<file path="src/rtl/alu_mc.sv">
// Multi-cycle ALU: single-cycle logic/arith ops, WIDTH-cycle shift-add multiply,
// valid/ready handshake on both sides with a registered result and flags.
module alu_mc #(
  parameter int unsigned WIDTH = 32
) (
  input  logic             clk,
  input  logic             rst,
  input  logic             in_valid,
  output logic             in_ready,
  input  logic [WIDTH-1:0] alu_a,
  input  logic [WIDTH-1:0] alu_b,
  input  logic [4:0]       alu_op,
  output logic             out_valid,
  input  logic             out_ready,
  output logic [WIDTH-1:0] alu_out,
  output logic             flag_zero,
  output logic             flag_carry,
  output logic             flag_ovf
);

  localparam int unsigned SHW = $clog2(WIDTH);
  localparam int unsigned CW  = $clog2(WIDTH);

  localparam logic [4:0] OP_NOP = 5'h00;
  localparam logic [4:0] OP_ADD = 5'h01;
  localparam logic [4:0] OP_SUB = 5'h02;
  localparam logic [4:0] OP_AND = 5'h03;
  localparam logic [4:0] OP_OR  = 5'h04;
  localparam logic [4:0] OP_XOR = 5'h05;
  localparam logic [4:0] OP_NOR = 5'h06;
  localparam logic [4:0] OP_SLT = 5'h07;
  localparam logic [4:0] OP_SLL = 5'h08;
  localparam logic [4:0] OP_SRL = 5'h09;
  localparam logic [4:0] OP_SRA = 5'h0A;
  localparam logic [4:0] OP_MUL = 5'h0B;

  typedef enum logic [1:0] {
    IDLE = 2'd0,
    MUL  = 2'd1,
    DONE = 2'd2
  } state_t;

  state_t           state;
  logic [CW-1:0]    cnt;
  logic [WIDTH-1:0] mcand;
  logic [WIDTH-1:0] mplier;
  logic [WIDTH-1:0] acc;

  logic [WIDTH:0]   add_w;
  logic [WIDTH:0]   sub_w;
  logic [SHW-1:0]   sh;
  logic [WIDTH-1:0] res_c;
  logic             zero_c;
  logic             carry_c;
  logic             ovf_c;
  logic             def_c;
  logic [WIDTH-1:0] acc_nxt_c;

  assign add_w     = {1'b0, alu_a} + {1'b0, alu_b};
  assign sub_w     = {1'b0, alu_a} - {1'b0, alu_b};
  assign sh        = alu_b[SHW-1:0];
  assign acc_nxt_c = mplier[0] ? acc + mcand : acc;

  // Single-cycle result and flags, evaluated straight from the request inputs
  always_comb begin
    res_c   = '0;
    carry_c = 1'b0;
    ovf_c   = 1'b0;
    def_c   = 1'b1;
    case (alu_op)
      OP_NOP: res_c = '0;
      OP_ADD: begin
        res_c   = add_w[WIDTH-1:0];
        carry_c = add_w[WIDTH];
        ovf_c   = (alu_a[WIDTH-1] == alu_b[WIDTH-1]) && (add_w[WIDTH-1] != alu_a[WIDTH-1]);
      end
      OP_SUB: begin
        res_c   = sub_w[WIDTH-1:0];
        carry_c = sub_w[WIDTH];
        ovf_c   = (alu_a[WIDTH-1] != alu_b[WIDTH-1]) && (sub_w[WIDTH-1] != alu_a[WIDTH-1]);
      end
      OP_AND: res_c = alu_a & alu_b;
      OP_OR:  res_c = alu_a | alu_b;
      OP_XOR: res_c = alu_a ^ alu_b;
      OP_NOR: res_c = ~(alu_a | alu_b);
      OP_SLT: res_c = {{(WIDTH-1){1'b0}}, ($signed(alu_a) < $signed(alu_b))};
      OP_SLL: res_c = alu_a << sh;
      OP_SRL: res_c = alu_a >> sh;
      OP_SRA: res_c = WIDTH'($signed(alu_a) >>> sh);
      default: def_c = 1'b0;
    endcase
    zero_c = def_c && (res_c == '0);
  end

  // Control FSM and registered datapath
  always_ff @(posedge clk) begin
    if (rst) begin
      state      <= IDLE;
      in_ready   <= 1'b1;
      out_valid  <= 1'b0;
      alu_out    <= '0;
      flag_zero  <= 1'b0;
      flag_carry <= 1'b0;
      flag_ovf   <= 1'b0;
      cnt        <= '0;
      mcand      <= '0;
      mplier     <= '0;
      acc        <= '0;
    end else begin
      case (state)
        IDLE: begin
          if (in_valid && in_ready) begin
            in_ready <= 1'b0;
            if (alu_op == OP_MUL) begin
              state  <= MUL;
              mcand  <= alu_a;
              mplier <= alu_b;
              acc    <= '0;
              cnt    <= '0;
            end else begin
              state      <= DONE;
              out_valid  <= 1'b1;
              alu_out    <= res_c;
              flag_zero  <= zero_c;
              flag_carry <= carry_c;
              flag_ovf   <= ovf_c;
            end
          end
        end
        MUL: begin
          acc    <= acc_nxt_c;
          mcand  <= mcand << 1;
          mplier <= mplier >> 1;
          cnt    <= cnt + CW'(1);
          if (cnt == CW'(WIDTH - 1)) begin
            state      <= DONE;
            cnt        <= '0;
            out_valid  <= 1'b1;
            alu_out    <= acc_nxt_c;
            flag_zero  <= (acc_nxt_c == '0);
            flag_carry <= 1'b0;
            flag_ovf   <= 1'b0;
          end
        end
        DONE: begin
          if (out_ready) begin
            state     <= IDLE;
            out_valid <= 1'b0;
            in_ready  <= 1'b1;
          end
        end
        default: begin
          state     <= IDLE;
          out_valid <= 1'b0;
          in_ready  <= 1'b1;
        end
      endcase
    end
  end

endmodule

</file>
<file path="config.mk">
export PLATFORM = sky130hd
export DESIGN_NAME = alu_mc
export DESIGN_NICKNAME = d
export VERILOG_FILES = /design/src/rtl/alu_mc.sv
export SDC_FILE = /design/constraint.sdc
export NUM_CORES = 1
export LEC_CHECK = 0
export ABC_AREA = 1
export BUFFER_PORTS_ARGS = -buffer_cell sky130_fd_sc_hd__buf_2
export CAP_MARGIN = 20
export CORE_ASPECT_RATIO = 2
export CORE_UTILIZATION = 60
export CTS_BUF_LIST = sky130_fd_sc_hd__clkbuf_2
export DETAILED_ROUTE_END_ITERATION = 8
export PLACE_DENSITY = 0.75
export SYNTH_ARGS = -nofsm -noshare
export SYNTH_HDL_FRONTEND = slang
export SYNTH_SLANG_ARGS = --single-unit
</file>
<file path="constraint.sdc">
create_clock -name clk -period 4.4 [get_ports clk]
set_clock_uncertainty 0.2 [all_clocks]
set_input_delay 0.88 -clock clk [delete_from_list [all_inputs] [get_ports clk]]
set_output_delay 0.88 -clock clk [all_outputs]
set_load 0.02 [all_outputs]
</file>
==> impl_metrics.tcl, run 1 <==
set metrics [dict create \
    dpl.hpwl_microns 71000 \
    stop_stage "global routing" \
    finalWeightedCongestion 1.21 \
    syn_inst 3425 \
    cts_buffer_depth 2 \
    cts_max_level 4 \
    synth_simple_gate_area_share_pct 48.0 \
    synth_top_cell_by_area "nand2_1" \
    yosysWarnings 0 \
    grt_pass1_vias 26000 \
    start_util_pct 61.0 \
    grt_pass1_wl_microns 156000 \
    status "stopped before the end" \
    synth_top_family_by_area "simple AND/OR/NAND/NOR gates" \
    die_h_microns 249 \
    yosysSeqAreaShare_pct 15.3 \
    ys_types 49 \
    dpl.cell_count 3832 \
    yosys.area_share.xor_xnor_pct 0.477 \
    synth-edff-count 0 \
    synthArstFlopShare_pct 0 \
    synth_flop_cell "dfxtp_1" \
    portBuffers 109 \
    cts_hold_repair.buffers 0 \
    avgSynthCellArea_sq_um 5.36 \
    row_count 90 \
    grt_usage_pct 64.7 \
    numCtsBuffers 17 \
    syn_nets 3634 \
    synth_seq_cells 140 \
    cts-root-buf "clkbuf_2" \
    synthTopCellsByArea "nand2_1 (24%), dfxtp_1 (15%), nand3_1 (14%), ha_1 (9.1%), inv_1 (7.3%)" \
    ios 110 \
    placed_area_sq_um 19300 \
    cts.sinks 140 \
    error "[ERROR GRT-0116] Global routing finished with congestion. Check the congestion regions in the DRC Viewer." \
    grt_max_degree 75 \
    yosysTopAreaCellShare_pct 24.2 \
    cts_setup_buffers 0 \
    synthAdderAreaFrac_pct 9.40 \
    ctsResizeCount 0 \
    synth_area_sq_um 18300 \
    die_width_microns 126 \
    muxShareOfSynthArea_pct 0.0546 \
    grt_overflow 118 \
    synth_compound_area_share_pct 15.4 \
]
==> layer usage <==
layer	GRT overflow	track usage [%]
met3	0	33.4
met2	66	91.8
met1	0	63.0
met4	52	74.6
met5	0	0.954
==> cells in the mapped netlist (all sizes together) (2+ instances only) <==
cell type     n
nand2      1186
nand3       516
inv         369
nor2        281
o21ai       200
a21oi       183
dfxtp       140
ha          133
clkbuf       87
a31oi        72
buf          70
nor3         43
nand4        41
o21bai       18
o211ai       17
o22ai        11
nand3b        8
or2           7
xnor2         7
and2          5
nor4          4
o21a          4
a221oi        3
and3          3
fa            3
xor2          3
nor3b         2
==> logic make-up after synthesis <==
group / after synthesis
buf+inv: 527
fa+ha+maj: 136
mux: 1
compound gates: 515
flops: 140
xor+xnor: 10
simple gates: 2096
==> through the flow <==
step / hold WS [ns] / setup slack, ns
after detailed placement: 0.246 / 0.260
after global placement: 0.240 / 0.261
after CTS: 0.0816 / 0.736
after floorplan: 0.223 / 0.826
==> run 2: changes to the inputs <==
Settings changed: CORE_ASPECT_RATIO 2 to unset, CORE_UTILIZATION 60 to 40, CTS_BUF_LIST sky130_fd_sc_hd__clkbuf_2 to unset, PLACE_DENSITY 0.75 to unset, PLACE_DENSITY_LB_ADDON set to 0.15.
==> impl_metrics.tcl, run 2 <==
set metrics [dict create \
    portBuffers 109 \
    diodes 0 \
    end_kind "flop" \
    row_count 78 \
    nets 3663 \
    cts_tree "yes" \
    finalWeightedCongestion 1.09 \
    synth_seq_cells 140 \
    routedWlPerCell_microns 21.2 \
    required_ns 4.60 \
    reg2regPathDepth 12 \
    yosysTopAreaCellShare_pct 24.2 \
    fin_ws_ns 0.457 \
    max-cap-violations 0 \
    synth.most_common_cell "nand2_1" \
    hold_start "flag_ovf" \
    ios 110 \
    synthTopCellsByArea "nand2_1 (24%), dfxtp_1 (15%), nand3_1 (14%), ha_1 (9.1%), inv_1 (7.3%)" \
    cts_setup_buffers 0 \
    drtIter0Drc 3271 \
    cp_cell_sequence "buf_2 -> inv_1 -> ha_1 -> inv_1 -> nand2_1 -> nand2_1 -> a21oi_1 -> nor2_1 -> nor2_1 -> nand2_1 -> nand2_1 -> nand3_1 -> nand2_1 -> nor2_1 -> o21ai_0 -> nand2_1 -> a21oi_1" \
    status "finished clean" \
    peakVddDrop_mv 0.293 \
    numCtsBuffers 17 \
    fillers 5258 \
    ys_types 49 \
    cts_buffer_depth 2 \
    grt_pass1_wl_microns 128000 \
    die_area_sq_um 46700 \
    dpl.hpwl_microns 68800 \
    first_pass_iters 6 \
    synth_area_sq_um 18300 \
    setup_tns_ns 0 \
    power_leakage_nw 10.2 \
    layout-drive-gt1-share_pct 6.78 \
    critPathSlowestCell "o21ai_0" \
    coreArea_sq_um 45300 \
    setup_viol 0 \
    cpMostUsedCell "nand2_1" \
    crit_path_start_kind "input pin" \
    clock_latency_ns 0.48 \
    cp.arrival_ns 4.14 \
    worstSetupPathType "in2reg" \
    viasPerCell 5.71 \
    place_ws_ns 0.403 \
    drc 0 \
    slew_violations 0 \
    yosysSeqAreaShare_pct 15.3 \
    avgSynthCellArea_sq_um 5.36 \
    wirelength_microns 86000 \
    ant_nets 0 \
    start_util_pct 40.5 \
    synthArstFlopShare_pct 0 \
    cts_hold_repair.buffers 0 \
    slew_headroom_pct 26.7 \
    timing.rr.end "alu_out[14]" \
    grt_max_degree 77 \
    grt_usage_pct 36.1 \
    worstPathMaxFanout 8 \
    finalCriticalPeriod_ns 3.94 \
    worstReg2RegStart "mcand[0]" \
    cts.sinks 140 \
    cts_max_level 4 \
    rsz0062_at_grt "no" \
    path_buf_inv 3 \
    ctsResizeCount 0 \
    finalHoldViolCount 0 \
    hold_end "flag_ovf" \
    num_vias 23200 \
    die_width_microns 216 \
    area_growth_pct 9.21 \
    grt_overflow 0 \
    ys_top_cells_by_count "nand2_1 (1,183), nand3_1 (514), inv_1 (359)" \
    grt_pass1_vias 20900 \
    synth_flop_cell "dfxtp_1" \
    syn_nets 3634 \
    fmax_mhz 254 \
    hold_depth 2 \
    holdCritPathClass "reg2reg" \
    yosysWarnings 0 \
    final_cell_mix "nand2_1 (1,182), nand3_1 (514), inv_1 (357), nor2_1 (271), o21ai_0 (187)" \
    clkTransAtPathRegs_ns 0.07 \
    cts-root-buf "clkbuf_16" \
    cpLargestDelayFamily "compound AO/OA/AOI/OAI gates" \
    period_share_pct 89.6 \
    power.density_nw_per_um2 340 \
    syn_inst 3425 \
    antenna_found_initial 0 \
    synth-edff-count 0 \
    tightest_slew_ns 1.09 \
    die_h_microns 216 \
    synth_top_cell_by_area "nand2_1" \
    reg2reg_slack_ns 0.94 \
    cpPeakStageDelay_ns 0.84 \
    final_common_cell "nand2_1" \
]
run 2: worst min-delay path: stages, from the launching register on:
cell and delay, ns:
dfxtp_1 0.31, nand2_1 0.05, a21oi_1 0.06
run 2: power breakdown:
| part | total, mW | switching (mW) | internal, mW |
|---|---|---|---|
| logic | 3.47 | 2.49 | 0.977 |
| registers | 1.86 | 0.288 | 1.57 |
| clock network | 1.49 | 0.680 | 0.806 |
run 2: worst max path at each step:
| stage | start | to | slack (ns) | depth (start not counted) |
|---|---|---|---|---|
| floorplan | alu_b[3] | flag_zero | 0.83 | 24 |
| global placement | alu_a[9] | alu_out[14] | 0.36 | 17 |
| detailed placement | alu_a[20] | flag_zero | 0.40 | 20 |
| CTS | alu_a[20] | flag_zero | 0.89 | 20 |
| global route | alu_a[9] | alu_out[14] | 0.30 | 17 |
| finish | alu_a[9] | alu_out[14] | 0.46 | 17 |
run 2: logic make-up after synthesis:
group,Yosys count,synth area share (%)
XOR/XNOR,10,0.477
AND/OR/NAND/NOR,2096,48.0
buffers and inverters,527,11.4
AO/OA/AOI/OAI,515,15.4
adder cells (fa/ha/maj),136,9.40
flip-flops,140,15.3
multiplexers,1,0.0546
run 2: final cells by class:
class	instances	area, sq um	share of cell area (%)
flip-flops and latches	140	2800	14.0
repair buffers	167	1060	5.27
inverters	370	1390	6.94
well taps	600	751	3.75
clock inverters	13	129	0.643
multi-input cells	2758	13500	67.2
clock buffers	19	443	2.21
run 2: through the flow:
step / utilization (%) / power [mW] / hold slack [ns] / cell area [sq um] / cells
after global routing: 44.3 / 7.24 / 0.281 / 20000 / 4067
after detailed placement: 43.0 / 5.25 / 0.246 / 19500 / 4035
final: 44.3 / 6.81 / 0.262 / 20000 / 4067
after CTS: 44.3 / 6.73 / 0.261 / 20000 / 4067
after global placement: 43.0 / 5.26 / 0.242 / 19500 / 4035
after floorplan: - / 4.08 / 0.223 / 18300 / 3425
run 2: per-layer routing:
layer	GRT usage, %	wire [microns]	vias to the layer above	part of all wire, %
met5	0	0	-	0
met4	18.8	5050	0	5.9
met3	5.33	7400	222	8.6
met2	57.7	38000	1122	44
li1	-	-	11300	-
met1	47.0	35600	10600	41
(Power assumes the default switching activity.)
==> run 3: changes to the inputs <==
Settings changed: ABC_AREA 1 to unset.
Clock period 4.4 ns to 4.9 ns, I/O delays scaled along.
==> impl_metrics.tcl, run 3 <==
set metrics [dict create \
    status "finished clean" \
    max-cap-violations 0 \
    end_kind "flop" \
    hold_end "alu_out[22]" \
    nets 3054 \
    fin_ws_ns 0.134 \
    worstPathMaxFanout 22 \
    syn_nets 2672 \
    die_h_microns 214 \
    grt_usage_pct 42.5 \
    required_ns 5.11 \
    cts_max_level 4 \
    slew_headroom_pct 29.1 \
    cpLargestDelayFamily "compound AO/OA/AOI/OAI gates" \
    worstSetupPathType "in2reg" \
    power_leakage_nw 9.82 \
    yosysTopAreaCellShare_pct 15.6 \
    worstReg2RegStart "mcand[0]" \
    portBuffers 109 \
    synthArstFlopShare_pct 0 \
    row_count 77 \
    peakVddDrop_mv 0.203 \
    hold_start "alu_out[22]" \
    final_common_cell "buf_4" \
    fillers 4491 \
    cpMostUsedCell "buf_4" \
    first_pass_iters 6 \
    tightest_slew_ns 1.04 \
    cts-root-buf "clkbuf_16" \
    dpl.cell_count 3418 \
    area_growth_pct 25.8 \
    grt_pass1_wl_microns 140000 \
    design_area_sq_um 22600 \
    numCtsBuffers 17 \
    avgSynthCellArea_sq_um 7.28 \
    grt_overflow 0 \
    synth.most_common_cell "nand2_1" \
    hold_depth 2 \
    fmax_mhz 210 \
    grt_pass1_vias 20900 \
    stdcell_count 3454 \
    total_power_mw 4.41 \
    wirelength_microns 97500 \
    timing.rr.end "flag_zero" \
    cts_buffer_depth 2 \
    antenna_found_initial 11 \
    drc 0 \
    ys_top_cells_by_count "nand2_1 (346), nor2_1 (255), a21oi_1 (193)" \
    ant_nets 0 \
    synth_top_cell_by_area "dfxtp_1" \
    synth-edff-count 0 \
    final_cell_mix "buf_4 (444), nand2_1 (344), nor2_1 (255), a21oi_1 (193), dfxtp_1 (139)" \
    ios 110 \
    synthTopCellsByArea "dfxtp_1 (16%), ha_1 (9.3%), nand2_1 (7.2%), mux4_2 (6.0%), a21oi_1 (5.4%)" \
    start_util_pct 40.5 \
    setup_viol 0 \
    ys_types 101 \
    die_area_sq_um 45700 \
    placed_area_sq_um 21900 \
    path_buf_inv 6 \
    viasPerCell 6.46 \
    finalCriticalPeriod_ns 4.77 \
    routedWlPerCell_microns 28.2 \
    yosysWarnings 0 \
    syn_inst 2463 \
    cpPeakStageDelay_ns 0.92 \
    finalHoldViolCount 0 \
    clock_latency_ns 0.48 \
    die_width_microns 214 \
    cts_tree "yes" \
    layout-drive-gt1-share_pct 25.6 \
    finalWeightedCongestion 1.14 \
    dpl.hpwl_microns 77400 \
    grt_max_degree 71 \
    holdCritPathClass "reg2reg" \
    rsz0062_at_grt "no" \
    reg2regPathDepth 14 \
    synth_flop_cell "dfxtp_1" \
    synth_seq_cells 140 \
    num_vias 22300 \
    critPathSlowestCell "a2111oi_0" \
    reg2reg_slack_ns 0.21 \
    synth_area_sq_um 17900 \
    yosysSeqAreaShare_pct 15.6 \
    cp_cell_sequence "buf_4 -> buf_4 -> buf_12 -> buf_4 -> mux4_2 -> mux2i_1 -> buf_4 -> a211oi_1 -> a2111oi_0 -> buf_4 -> nand2_1 -> a221oi_1 -> o21bai_1 -> nand4b_1 -> or3_1 -> o211ai_2" \
    crit_path_start_kind "input pin" \
    power.density_nw_per_um2 196 \
    slew_violations 0 \
    crit_cells 16 \
    cp.arrival_ns 4.98 \
    drtIter0Drc 2845 \
    cts.sinks 140 \
    period_share_pct 97.3 \
    crit_start "alu_b[0]" \
    clkTransAtPathRegs_ns 0.07 \
    place_ws_ns -0.273 \
    coreArea_sq_um 44200 \
]
-- run 3: worst max path at each step --
stage                      endpoint  slack (ns)
after floorplan           flag_zero       0.006
after global placement    flag_zero       -0.28
after detailed placement  flag_zero       -0.27
after CTS                 flag_zero        0.21
after global routing      flag_zero        0.02
final                     flag_zero        0.13
-- run 3: kinds of logic (layout without fill, tap and decap cells) --
family	count (synthesis)	count (layout)	share of synthesized area [%]
adder cells (fa/ha/maj)	136	136	9.62
multiplexers	157	157	12.5
buffers and inverters	304	699	7.01
AO/OA/AOI/OAI	746	746	28.9
other	0	4	0
flip-flops	140	140	15.6
XOR/XNOR	55	55	2.69
AND/OR/NAND/NOR	925	925	23.7
-- run 3: through the flow --
step | setup TNS, ns | utilization, % | hold WS, ns
6_report | 0 | 51.0 | 0.252
5_1_grt | 0 | 51.0 | 0.276
4_1_cts | 0 | 51.0 | 0.254
3_5_place_dp | -0.531 | 49.6 | 0.244
3_3_place_gp | -0.479 | 49.6 | 0.241
2_1_floorplan | 0 | - | 0.250
-- run 3: final cells by class --
class                      count  area [sq um]  area share (%)
antenna                        4          10.0          0.0444
clock buffer                  17           425            1.89
timing repair buffer         561          4070            18.0
clock inverter                15           175           0.777
tap                          592           741            3.28
inverter                     106           399            1.77
multi-input combinational   2019         13900            61.8
sequential                   140          2800            12.4
-- run 3: worst register-to-register path: cells and delay by family (launching register included) --
family | cells | cell delay, ns
AND/OR/NAND/NOR | 8 | 2.32
AO/OA/AOI/OAI | 4 | 1.07
adder cells (fa/ha/maj) | 2 | 0.71
flip-flops | 1 | 0.33
-- run 3: timing repair --
item / in CTS / in global routing
hold buffers: 0 / 0
gates resized for setup: 0 / 2
setup endpoints to repair: 0 / 1
buffers inserted: 0 / 0
-- run 3: metal layers --
metal	vias to the layer above	global-route usage, %	routed length (microns)
li1	9916	-	-
met1	10800	55.7	40100
met2	1270	63.8	41400
met3	283	9.53	9970
met4	4	25.0	6020
met5	-	0	23
-- run 3: report_power, final --
part	total, mW	leakage (nW)	switching [mW]	internal [mW]
combinational	1.87	8.40	1.09	0.777
clock	1.36	0.289	0.673	0.686
sequential	1.18	1.13	0.0196	1.16
